## src/rtl/store_rmw_ctrl_pkg.sv

```systemverilog
// Shared encodings for the store read-modify-write controller:
// access sizes, FSM states, default read latency and the alignment check.
package store_rmw_ctrl_pkg;

   localparam logic [1:0] SZ_ILLEGAL = 2'b00;
   localparam logic [1:0] SZ_BYTE    = 2'b01;
   localparam logic [1:0] SZ_HALF    = 2'b10;
   localparam logic [1:0] SZ_WORD    = 2'b11;

   localparam int WAIT_CYCLES_DEF = 2;

   typedef enum logic [2:0] {
      ST_IDLE  = 3'd0,
      ST_READ  = 3'd1,
      ST_WRITE = 3'd2,
      ST_DONE  = 3'd3,
      ST_ERR   = 3'd4
   } state_e;

   // Size must be encoded and the address naturally aligned for that size.
   function automatic logic access_legal(input logic [1:0] size, input logic [1:0] lane);
      logic ok;
      case (size)
         SZ_BYTE: ok = 1'b1;
         SZ_HALF: ok = ~lane[0];
         SZ_WORD: ok = (lane == 2'b00);
         default: ok = 1'b0;
      endcase
      return ok;
   endfunction

endpackage

```

## src/rtl/store_merge.sv

```systemverilog
// Combinational lane merge: overlays the store data onto the word read
// from memory, little-endian lane numbering.
module store_merge
   import store_rmw_ctrl_pkg::*;
(
   input  logic [31:0] mdr,
   input  logic [31:0] data,
   input  logic [1:0]  size,
   input  logic [1:0]  lane,
   output logic [31:0] merged
);

   // Replace only the addressed byte/half; untouched bits keep the memory value.
   always_comb begin
      merged = mdr;
      case (size)
         SZ_BYTE: begin
            case (lane)
               2'd0:    merged[7:0]   = data[7:0];
               2'd1:    merged[15:8]  = data[7:0];
               2'd2:    merged[23:16] = data[7:0];
               2'd3:    merged[31:24] = data[7:0];
               default: merged        = mdr;
            endcase
         end
         SZ_HALF: begin
            if (lane[1]) begin
               merged[31:16] = data[15:0];
            end else begin
               merged[15:0] = data[15:0];
            end
         end
         SZ_WORD: merged = data;
         default: merged = mdr;
      endcase
   end

endmodule

```

## src/rtl/store_rmw_ctrl.sv

```systemverilog
// Store controller: sub-word stores become read-modify-write sequences,
// aligned word stores write directly, misaligned/illegal requests pulse err.
module store_rmw_ctrl
   import store_rmw_ctrl_pkg::*;
#(
   parameter int WAIT_CYCLES = WAIT_CYCLES_DEF
)
(
   input  logic        clk,
   input  logic        reset_n,
   input  logic        req_valid,
   output logic        req_ready,
   input  logic [31:0] req_addr,
   input  logic [31:0] req_data,
   input  logic [1:0]  req_size,
   output logic [31:0] mem_addr,
   output logic        mem_rd,
   output logic        mem_wr,
   output logic [31:0] mem_wdata,
   input  logic [31:0] mem_rdata,
   output logic        done,
   output logic        err
);

   localparam logic [3:0] LAST_CNT = 4'(WAIT_CYCLES - 1);

   state_e      state_r, state_d;
   logic [3:0]  cnt_r, cnt_d;
   logic [31:0] addr_r, data_r, mdr_r, mdr_d, wdata_r, wdata_d, merged_s;
   logic [1:0]  size_r, lane_r;
   logic        accept_s, capture_s;
   logic        ready_r, rd_r, wr_r, done_r, err_r;

   assign accept_s = (state_r == ST_IDLE) && req_valid;

   // Next-state, read-wait counter and MDR capture strobe.
   always_comb begin
      state_d   = state_r;
      cnt_d     = 4'd0;
      capture_s = 1'b0;
      case (state_r)
         ST_IDLE: begin
            if (req_valid) begin
               if (!access_legal(req_size, req_addr[1:0])) begin
                  state_d = ST_ERR;
               end else if (req_size == SZ_WORD) begin
                  state_d = ST_WRITE;
               end else begin
                  state_d = ST_READ;
               end
            end else begin
               state_d = ST_IDLE;
            end
         end
         ST_READ: begin
            if (cnt_r == LAST_CNT) begin
               state_d   = ST_WRITE;
               capture_s = 1'b1;
            end else begin
               cnt_d = cnt_r + 4'd1;
            end
         end
         ST_WRITE: state_d = ST_DONE;
         ST_DONE:  state_d = ST_IDLE;
         ST_ERR:   state_d = ST_IDLE;
         default:  state_d = ST_IDLE;
      endcase
   end

   // The merge sees the word being captured this edge so the write data is
   // ready to register together with the MDR.
   always_comb begin
      if (capture_s) begin
         mdr_d = mem_rdata;
      end else begin
         mdr_d = mdr_r;
      end
      if (accept_s && (state_d == ST_WRITE)) begin
         wdata_d = req_data;
      end else if (capture_s) begin
         wdata_d = merged_s;
      end else begin
         wdata_d = wdata_r;
      end
   end

   store_merge u_merge (
      .mdr    (mdr_d),
      .data   (data_r),
      .size   (size_r),
      .lane   (lane_r),
      .merged (merged_s)
   );

   // State, request latches and registered output strobes decoded from next state.
   always_ff @(posedge clk) begin
      if (!reset_n) begin
         state_r <= ST_IDLE;
         cnt_r   <= 4'd0;
         addr_r  <= 32'd0;
         data_r  <= 32'd0;
         size_r  <= 2'b00;
         lane_r  <= 2'b00;
         mdr_r   <= 32'd0;
         wdata_r <= 32'd0;
         ready_r <= 1'b1;
         rd_r    <= 1'b0;
         wr_r    <= 1'b0;
         done_r  <= 1'b0;
         err_r   <= 1'b0;
      end else begin
         state_r <= state_d;
         cnt_r   <= cnt_d;
         mdr_r   <= mdr_d;
         wdata_r <= wdata_d;
         if (accept_s) begin
            addr_r <= {req_addr[31:2], 2'b00};
            data_r <= req_data;
            size_r <= req_size;
            lane_r <= req_addr[1:0];
         end
         ready_r <= (state_d == ST_IDLE);
         rd_r    <= (state_d == ST_READ);
         wr_r    <= (state_d == ST_WRITE);
         done_r  <= (state_d == ST_DONE);
         err_r   <= (state_d == ST_ERR);
      end
   end

   assign req_ready = ready_r;
   assign mem_addr  = addr_r;
   assign mem_rd    = rd_r;
   assign mem_wr    = wr_r;
   assign mem_wdata = wdata_r;
   assign done      = done_r;
   assign err       = err_r;

endmodule
```

## config.mk

```make
export PLATFORM = sky130hd
export DESIGN_NAME = store_rmw_ctrl
export DESIGN_NICKNAME = d
export VERILOG_FILES = /design/src/rtl/store_rmw_ctrl_pkg.sv /design/src/rtl/store_merge.sv /design/src/rtl/store_rmw_ctrl.sv
export SDC_FILE = /design/constraint.sdc
export NUM_CORES = 1
export LEC_CHECK = 0
export ABC_CLOCK_PERIOD_IN_PS = 2350
export CAP_MARGIN = 20
export CORE_ASPECT_RATIO = 2
export CORE_MARGIN = 1
export CORE_UTILIZATION = 40
export DETAILED_ROUTE_END_ITERATION = 16
export PLACE_DENSITY_LB_ADDON = 0.2
export SYNTH_ARGS = -nofsm -noshare
export SYNTH_HDL_FRONTEND = slang
export SYNTH_SLANG_ARGS = --single-unit
```

## constraint.sdc

```tcl
create_clock -name clk -period 2.35 [get_ports clk]
set_clock_uncertainty 0.2 [all_clocks]
set_input_delay 0.5875 -clock clk [delete_from_list [all_inputs] [get_ports clk]]
set_output_delay 0.5875 -clock clk [all_outputs]
set_load 0.005 [all_outputs]
```

==> flow_summary.yaml, run 1 <==
outcome:
  status: "completed"
hold_path:
  hold_depth: 2
  min-delay-start: "mem_addr[15]"
  hold_end: "mem_addr[15]"
  hp-class: "flop to flop"
clocking:
  cts_buffer_depth: 2
  cts_tree: "done"
  h-tree-depth: 3
  clkTransAtPathRegs_ps: 70
  hold_buffers: 0
  clkLatencyLatePin_ps: 350
  cts_buffers: 9
  cts_root_buffer: "clkbuf_16"
  clkSinkCount: 110
synth:
  ys.flop_type: "dfxtp_1"
  synth_area_leaders: "dfxtp_1, nand2_1, a21oi_1, clkbuf_1, o21ai_0"
  yosysSeqAreaShare: 0.4683
  synth_compound_area_frac: 0.2336
  synth-xor-area-share: 0.003725
  netlist_area_sq_um: 4702
  synth_mux_area_frac: 0.01809
  synth.most_common_cell: "nand2_1"
  synth_common_cells: "nand2_1, dfxtp_1, a21oi_1"
  netlist.area_leader.share: 0.4683
  synthArstFlopShare: 0
  yosysWarnings: 0
  yosys.area_share.simple: 0.2182
  ys_ff_latch: 110
  yosysTopAreaCell: "dfxtp_1"
  synth_edf_count: 0
  avgSynthCellArea_sq_um: 8.010
  synth_adder_area_share: 0.005322
  synth_top_family_by_area: "compound AO/OA/AOI/OAI gates"
  syn_inst: 587
  ys_types: 47
sta:
  drv_slew: 0
  slew_headroom: 0.3733
  whs_ps: 252.3
  tightest_slew_ps: 932.8
  max_freq_mhz: 445.5
  setup_viol: 0
  worst_slack_ps: 105.3
  period_needed_ps: 2245
  hold_violations: 0
  min_period_over_period: 0.9552
  fin_tns_setup_ps: 0
  rsz0062_at_grt: "false"
die:
  num_io_pins: 170
  die_area_sq_um: 12220
  die_h_um: 155.3
  die_x_um: 78.67
  initial_utilization: 0.4141
  row_count: 55
  coreArea_sq_um: 11350
layout:
  antenna_cells: 0
  layout-drive-gt1-share: 0.08278
  area_delta_synth_final_pct: 47.18
  multi_input_area_sq_um: 2298
  seq_area_sq_um: 2202
  fillers: 1009
  finalNonFillerCells: 891
  design_area_sq_um: 6920
  nNetsFinal: 848
setup_path:
  r2r_setup_slack_ps: 170
  worst-r2r-cell-count: 6
  slowest_stage: "or4_2"
  slowest_delay_ps: 610
  endpoint_kind: "flop"
  cp.arrival_ps: 2250
  cp_cell_sequence: "clkdlybuf4s50_1, inv_1, or4_2, buf_4, nand2_1, a21oi_1"
  reg2reg_to: "mem_wdata[6]"
  startpoint_type: "input port"
  critical-path-top-delay-family: "buffers and inverters"
  path_buf_inv: 3
  worst-path-max-fanout: 29
  path_class: "input port to flop"
  cp.required_ps: 2350
  reg2reg_from: "cnt_r[0]"
placement:
  gp_congestion: 0.8543
  place_area_sq_um: 6605
  portBuffers: 167
  dp_cells: 876
  hpwl_mm: 11.36
  dpl_worst_slack_ps: -310.0
route:
  ant_nets: 0
  post_drt_wl_per_cell_um: 17.05
  firstDrtPassIters: 6
  drt_iter0_drc: 328
  vias: 4892
  drc: 0
  vias_per_cell: 5.490
  finalWirelength_mm: 15.20
power:
  p_leak_nw: 2.514
  cellPowerDensity_nw_per_um2: 613.7
  peakVddDrop_uv: 423.6
grt:
  gr-usage-all-layers: 0.2503
  grt_pass1_vias: 4965
  antenna_found_initial: 0
  grt_pass1_wl_mm: 23.65
  grt_max_degree: 56
  overflow: 0
flow_run:
  maxCapViolCount: 0
[state kept, by name, summed over array words and instances (netlist names)]
register   cells
done           1
mem_wr         1
data_r        32
size_r         2
req_ready      1
cnt_r          4
mem_rd         1
lane_r         2
err            1
state_r        3
mem_wdata     32
mem_addr      30
[through the flow]
stage | power, W | util
detailed placement | 0.002852 | 0.5817
floorplan | 0.002425 | -
finish | 0.004247 | 0.6095
CTS | 0.004277 | 0.6058
global route | 0.004427 | 0.6095
global placement | 0.002831 | 0.5817
[layout by cell type, fill, tap and decap left out, types with 9 or more instances in the layout]
cell type	Yosys	routed
clkbuf_16	0	9
a222oi_1	9	9
a21oi_1	78	78
buf_4	2	28
nand2_1	160	160
clkdlybuf4s50_1	0	167
nor2_1	23	22
dfxtp_1	110	110
o22ai_1	14	14
o21ai_0	25	25
a22oi_1	15	15
nand3_1	21	21
a221o_1	9	9
[how the worst max path moves through the flow]
| stage | to | depth (start not counted) | from |
|---|---|---|---|
| 3_5_place_dp | mem_wdata[0] | 7 | req_valid |
| 5_1_grt | mem_wdata[15] | 5 | size_r[0] |
| 2_1_floorplan | mem_wdata[29] | 7 | cnt_r[0] |
| 4_1_cts | mem_wdata[3] | 7 | req_valid |
| 6_report | data_r[23] | 6 | req_valid |
| 3_3_place_gp | err | 4 | req_valid |
[power by group]
part / switching (W) / leakage (nW) / total (W) / internal (W)
Sequential: 0.0000883 / 0.898 / 0.00206 / 0.00197
Combinational: 0.000354 / 1.48 / 0.000766 / 0.000412
Clock: 0.000681 / 0.135 / 0.00143 / 0.000745
[worst min-delay path, delay by kind of cell (launching register included)]
kind               cells  cell delay [ps]
DFF                    1              310
and+or+nand+nor        1               50
AOI/OAI and AO/OA      1               50
[logic make-up (layout without fill, tap and decap cells)]
logic type | count (synthesis) | after routing
simple gates | 235 | 235
compound gates | 172 | 172
flops | 110 | 110
buf+inv | 57 | 218
mux | 8 | 8
fa+ha+maj | 2 | 2
xor+xnor | 2 | 2
other cells | 1 | 2
[area by class of cell]
| cell class | count | area share |
|---|---|---|
| clock inverters | 5 | 0.005062 |
| well taps | 142 | 0.02567 |
| inverters | 4 | 0.002170 |
| multi-input cells | 421 | 0.3321 |
| flip-flops and latches | 110 | 0.3182 |
| repair buffers | 199 | 0.2822 |
| clock buffers | 10 | 0.03453 |
[timing repair]
action | 4_1_cts | 5_1_grt
setup endpoints to repair | 0 | 24
resized for setup | 0 | 7
setup buffers | 0 | 0
[metal layers]
metal | global-route usage | part of all wire
met1 | 0.2414 | 0.33
met2 | 0.4720 | 0.56
met3 | 0.05513 | 0.064
met4 | 0.1437 | 0.041
met5 | 0 | 0
Note: power is estimated with default switching activity, not from simulation.
==> run 2, diff against run 1 <==
--- a/config.mk
+++ b/config.mk
@@ -5,8 +5,8 @@
 export SDC_FILE = /design/constraint.sdc
 export NUM_CORES = 1
 export LEC_CHECK = 0
+export ABC_AREA = 1
 export ABC_CLOCK_PERIOD_IN_PS = 2350
-export CAP_MARGIN = 20
 export CORE_ASPECT_RATIO = 2
 export CORE_MARGIN = 1
 export CORE_UTILIZATION = 40
==> run 2 against run 1 <==
  * Synthesized cell count rose by 64%
  * Count of clock-buffer cells in the layout rose by 10
  * Highest routed layer unchanged
  * Critical path depth rose by 7
  * Die area rose by 36%
  * Cell area rose by 30%
==> flow_summary.yaml, run 2 <==
clocking:
  clkTransAtPathRegs_ps: 60
  cts_buffers: 17
  cts_tree: "done"
  clkSinkCount: 142
  clkLatencyLatePin_ps: 420
  hold_buffers: 0
  cts_root_buffer: "clkbuf_16"
  h-tree-depth: 4
  cts_buffer_depth: 2
sta:
  tightest_slew_ps: 525.4
  hold_violations: 0
  min_period_over_period: 0.9306
  fin_tns_setup_ps: 0
  worst_slack_ps: 163.2
  max_freq_mhz: 457.3
  drv_slew: 0
  setup_viol: 0
  slew_headroom: 0.6489
  period_needed_ps: 2187
route:
  post_drt_wl_per_cell_um: 15.68
  drc: 0
  firstDrtPassIters: 5
  vias: 6673
  finalWirelength_mm: 21.00
  vias_per_cell: 4.984
  ant_nets: 0
  drt_iter0_drc: 273
die:
  coreArea_sq_um: 15700
  num_io_pins: 170
  initial_utilization: 0.4090
  die_area_sq_um: 16590
  die_x_um: 91.58
  row_count: 65
  die_h_um: 181.2
hold_path:
  hold_depth: 2
  hp-class: "flop to flop"
  hold_end: "data_r[31]"
  min-delay-start: "data_r[31]"
layout:
  finalNonFillerCells: 1339
  area_delta_synth_final_pct: 40.62
  layout_commonest_cell: "nand2_1"
  layout_common_cells: "nand2_1, clkdlybuf4s50_1, nor2_1, dfxtp_1, o21ai_0"
  nNetsFinal: 1229
  seq_area_sq_um: 2843
  layout-drive-gt1-share: 0.07469
  final_core_util: 0.5751
  antenna_cells: 0
  fillers: 1525
  multi_input_area_sq_um: 3019
placement:
  portBuffers: 167
  dp_cells: 1308
  gp_congestion: 0.9809
  dpl_worst_slack_ps: -143.6
  hpwl_mm: 15.68
setup_path:
  reg2reg_to: "mem_wdata[27]"
  worst-r2r-cell-count: 13
  r2r_setup_slack_ps: 160
  cp.arrival_ps: 2300
  reg2reg_from: "cnt_r[0]"
  worst-path-max-fanout: 21
  path_class: "flop to flop"
  startpoint_type: "flop"
  endpoint_kind: "flop"
  cp.required_ps: 2460
synth:
  synth_area_leaders: "dfxtp_1, nand2_1, nor2_1, o21ai_0, a21oi_1"
  synthArstFlopShare: 0
  synth_edf_count: 0
  avgSynthCellArea_sq_um: 6.680
  ys_types: 32
  synth_common_cells: "nand2_1, nor2_1, dfxtp_1"
  yosysWarnings: 0
  yosysTopAreaCell: "dfxtp_1"
  syn_inst: 961
  netlist_area_sq_um: 6420
  yosysSeqAreaShare: 0.4428
  ys_ff_latch: 142
  netlist.area_leader.share: 0.4428
  synth.most_common_cell: "nand2_1"
  ys.flop_type: "dfxtp_1"
outcome:
  status: "completed"
grt:
  grt_max_degree: 65
  grt_pass1_wl_mm: 33.24
  gr-usage-all-layers: 0.2639
  overflow: 0
  antenna_found_initial: 0
  grt_pass1_vias: 6433
power:
  peakVddDrop_uv: 587.6
  cellPowerDensity_nw_per_um2: 701.5
  p_leak_nw: 3.867
flow_run:
  maxCapViolCount: 0
[run 2: cell count changes after synthesis, sizes merged, moves of 10 or more]
cell   change
nor2     +144
o21ai     +99
inv       +85
nand2     +71
nand3     +34
dfxtp     +32
o22ai     -15
a22oi     -10
[run 2: final cells by class]
| type | instances | share of cell area |
|---|---|---|
| multi-input cells | 677 | 0.3344 |
| flip-flops and latches | 142 | 0.3149 |
| repair buffers | 199 | 0.2195 |
| clock buffers | 20 | 0.05059 |
| inverters | 89 | 0.03701 |
| well taps | 201 | 0.02786 |
| clock inverters | 11 | 0.01566 |
[run 2: worst max-delay path by stage]
| stage | slack (ps) | cells after the start | endpoint | from |
|---|---|---|---|---|
| 6_report | 160 | 13 | mem_wdata[27] | cnt_r[0] |
| 5_1_grt | -20 | 13 | mem_wdata[27] | cnt_r[0] |
| 4_1_cts | 100 | 13 | mem_wdata[27] | cnt_r[0] |
| 3_5_place_dp | -140 | 12 | mem_wdata[18] | req_size[0] |
| 3_3_place_gp | -80 | 12 | mem_wdata[20] | req_size[0] |
| 2_1_floorplan | 590 | 9 | mem_wdata[10] | cnt_r[0] |
[run 2: cells by family after synthesis]
kind of cell / synth area share
AND/OR/NAND/NOR: 0.2886
AO/OA/AOI/OAI: 0.1719
buffers and inverters: 0.08946
flip-flops: 0.4428
XOR/XNOR: 0.002729
adder cells (fa/ha/maj): 0.003897
other: 0.0005841
[run 2: worst max-delay path, stage by stage, from the launching register on]
cell and delay [ps]:
dfxtp_1 370, ha_1 180, nand2_1 70, nor2_2 160, nand2_4 160, buf_4 240
nand2_1 90, nand3_1 90, nand2_1 160, nand2_1 110, nand2_1 80, nand3_1 70
nand2_1 60, inv_1 40
[run 2: what timing repair did]
item | 4_1_cts | 5_1_grt
resized for setup | 0 | 2
setup buffers | 0 | 0
setup endpoints to repair | 0 | 5
[run 2: where the power goes]
| part | switching (W) | internal (W) |
|---|---|---|
| combinational | 0.000491 | 0.000445 |
| sequential | 0.0000992 | 0.00255 |
| clock | 0.00103 | 0.00171 |
| total | 0.00162 | 0.00471 |
[run 2: metal layers]
metal | vias up | GRT usage | routed length, um | share of wire
met5 | - | 0 | 0 | 0
met4 | 0 | 0.2070 | 1592 | 0.076
met3 | 62 | 0.05303 | 958 | 0.046
met1 | 2993 | 0.2634 | 7479 | 0.36
met2 | 224 | 0.4677 | 10970 | 0.52
li1 | 3394 | - | - | -
[run 2: per-stage QoR]
| step | total power [W] | hold slack [ps] | instance area, sq um |
|---|---|---|---|
| after floorplan | 0.003122 | 224.5 | 6424 |
| after global placement | 0.003628 | 236.1 | 8422 |
| after detailed placement | 0.003636 | 242.1 | 8422 |
| after CTS | 0.006383 | 251.1 | 9020 |
| after global routing | 0.006608 | 280.0 | 9027 |
| final | 0.006333 | 248.4 | 9027 |
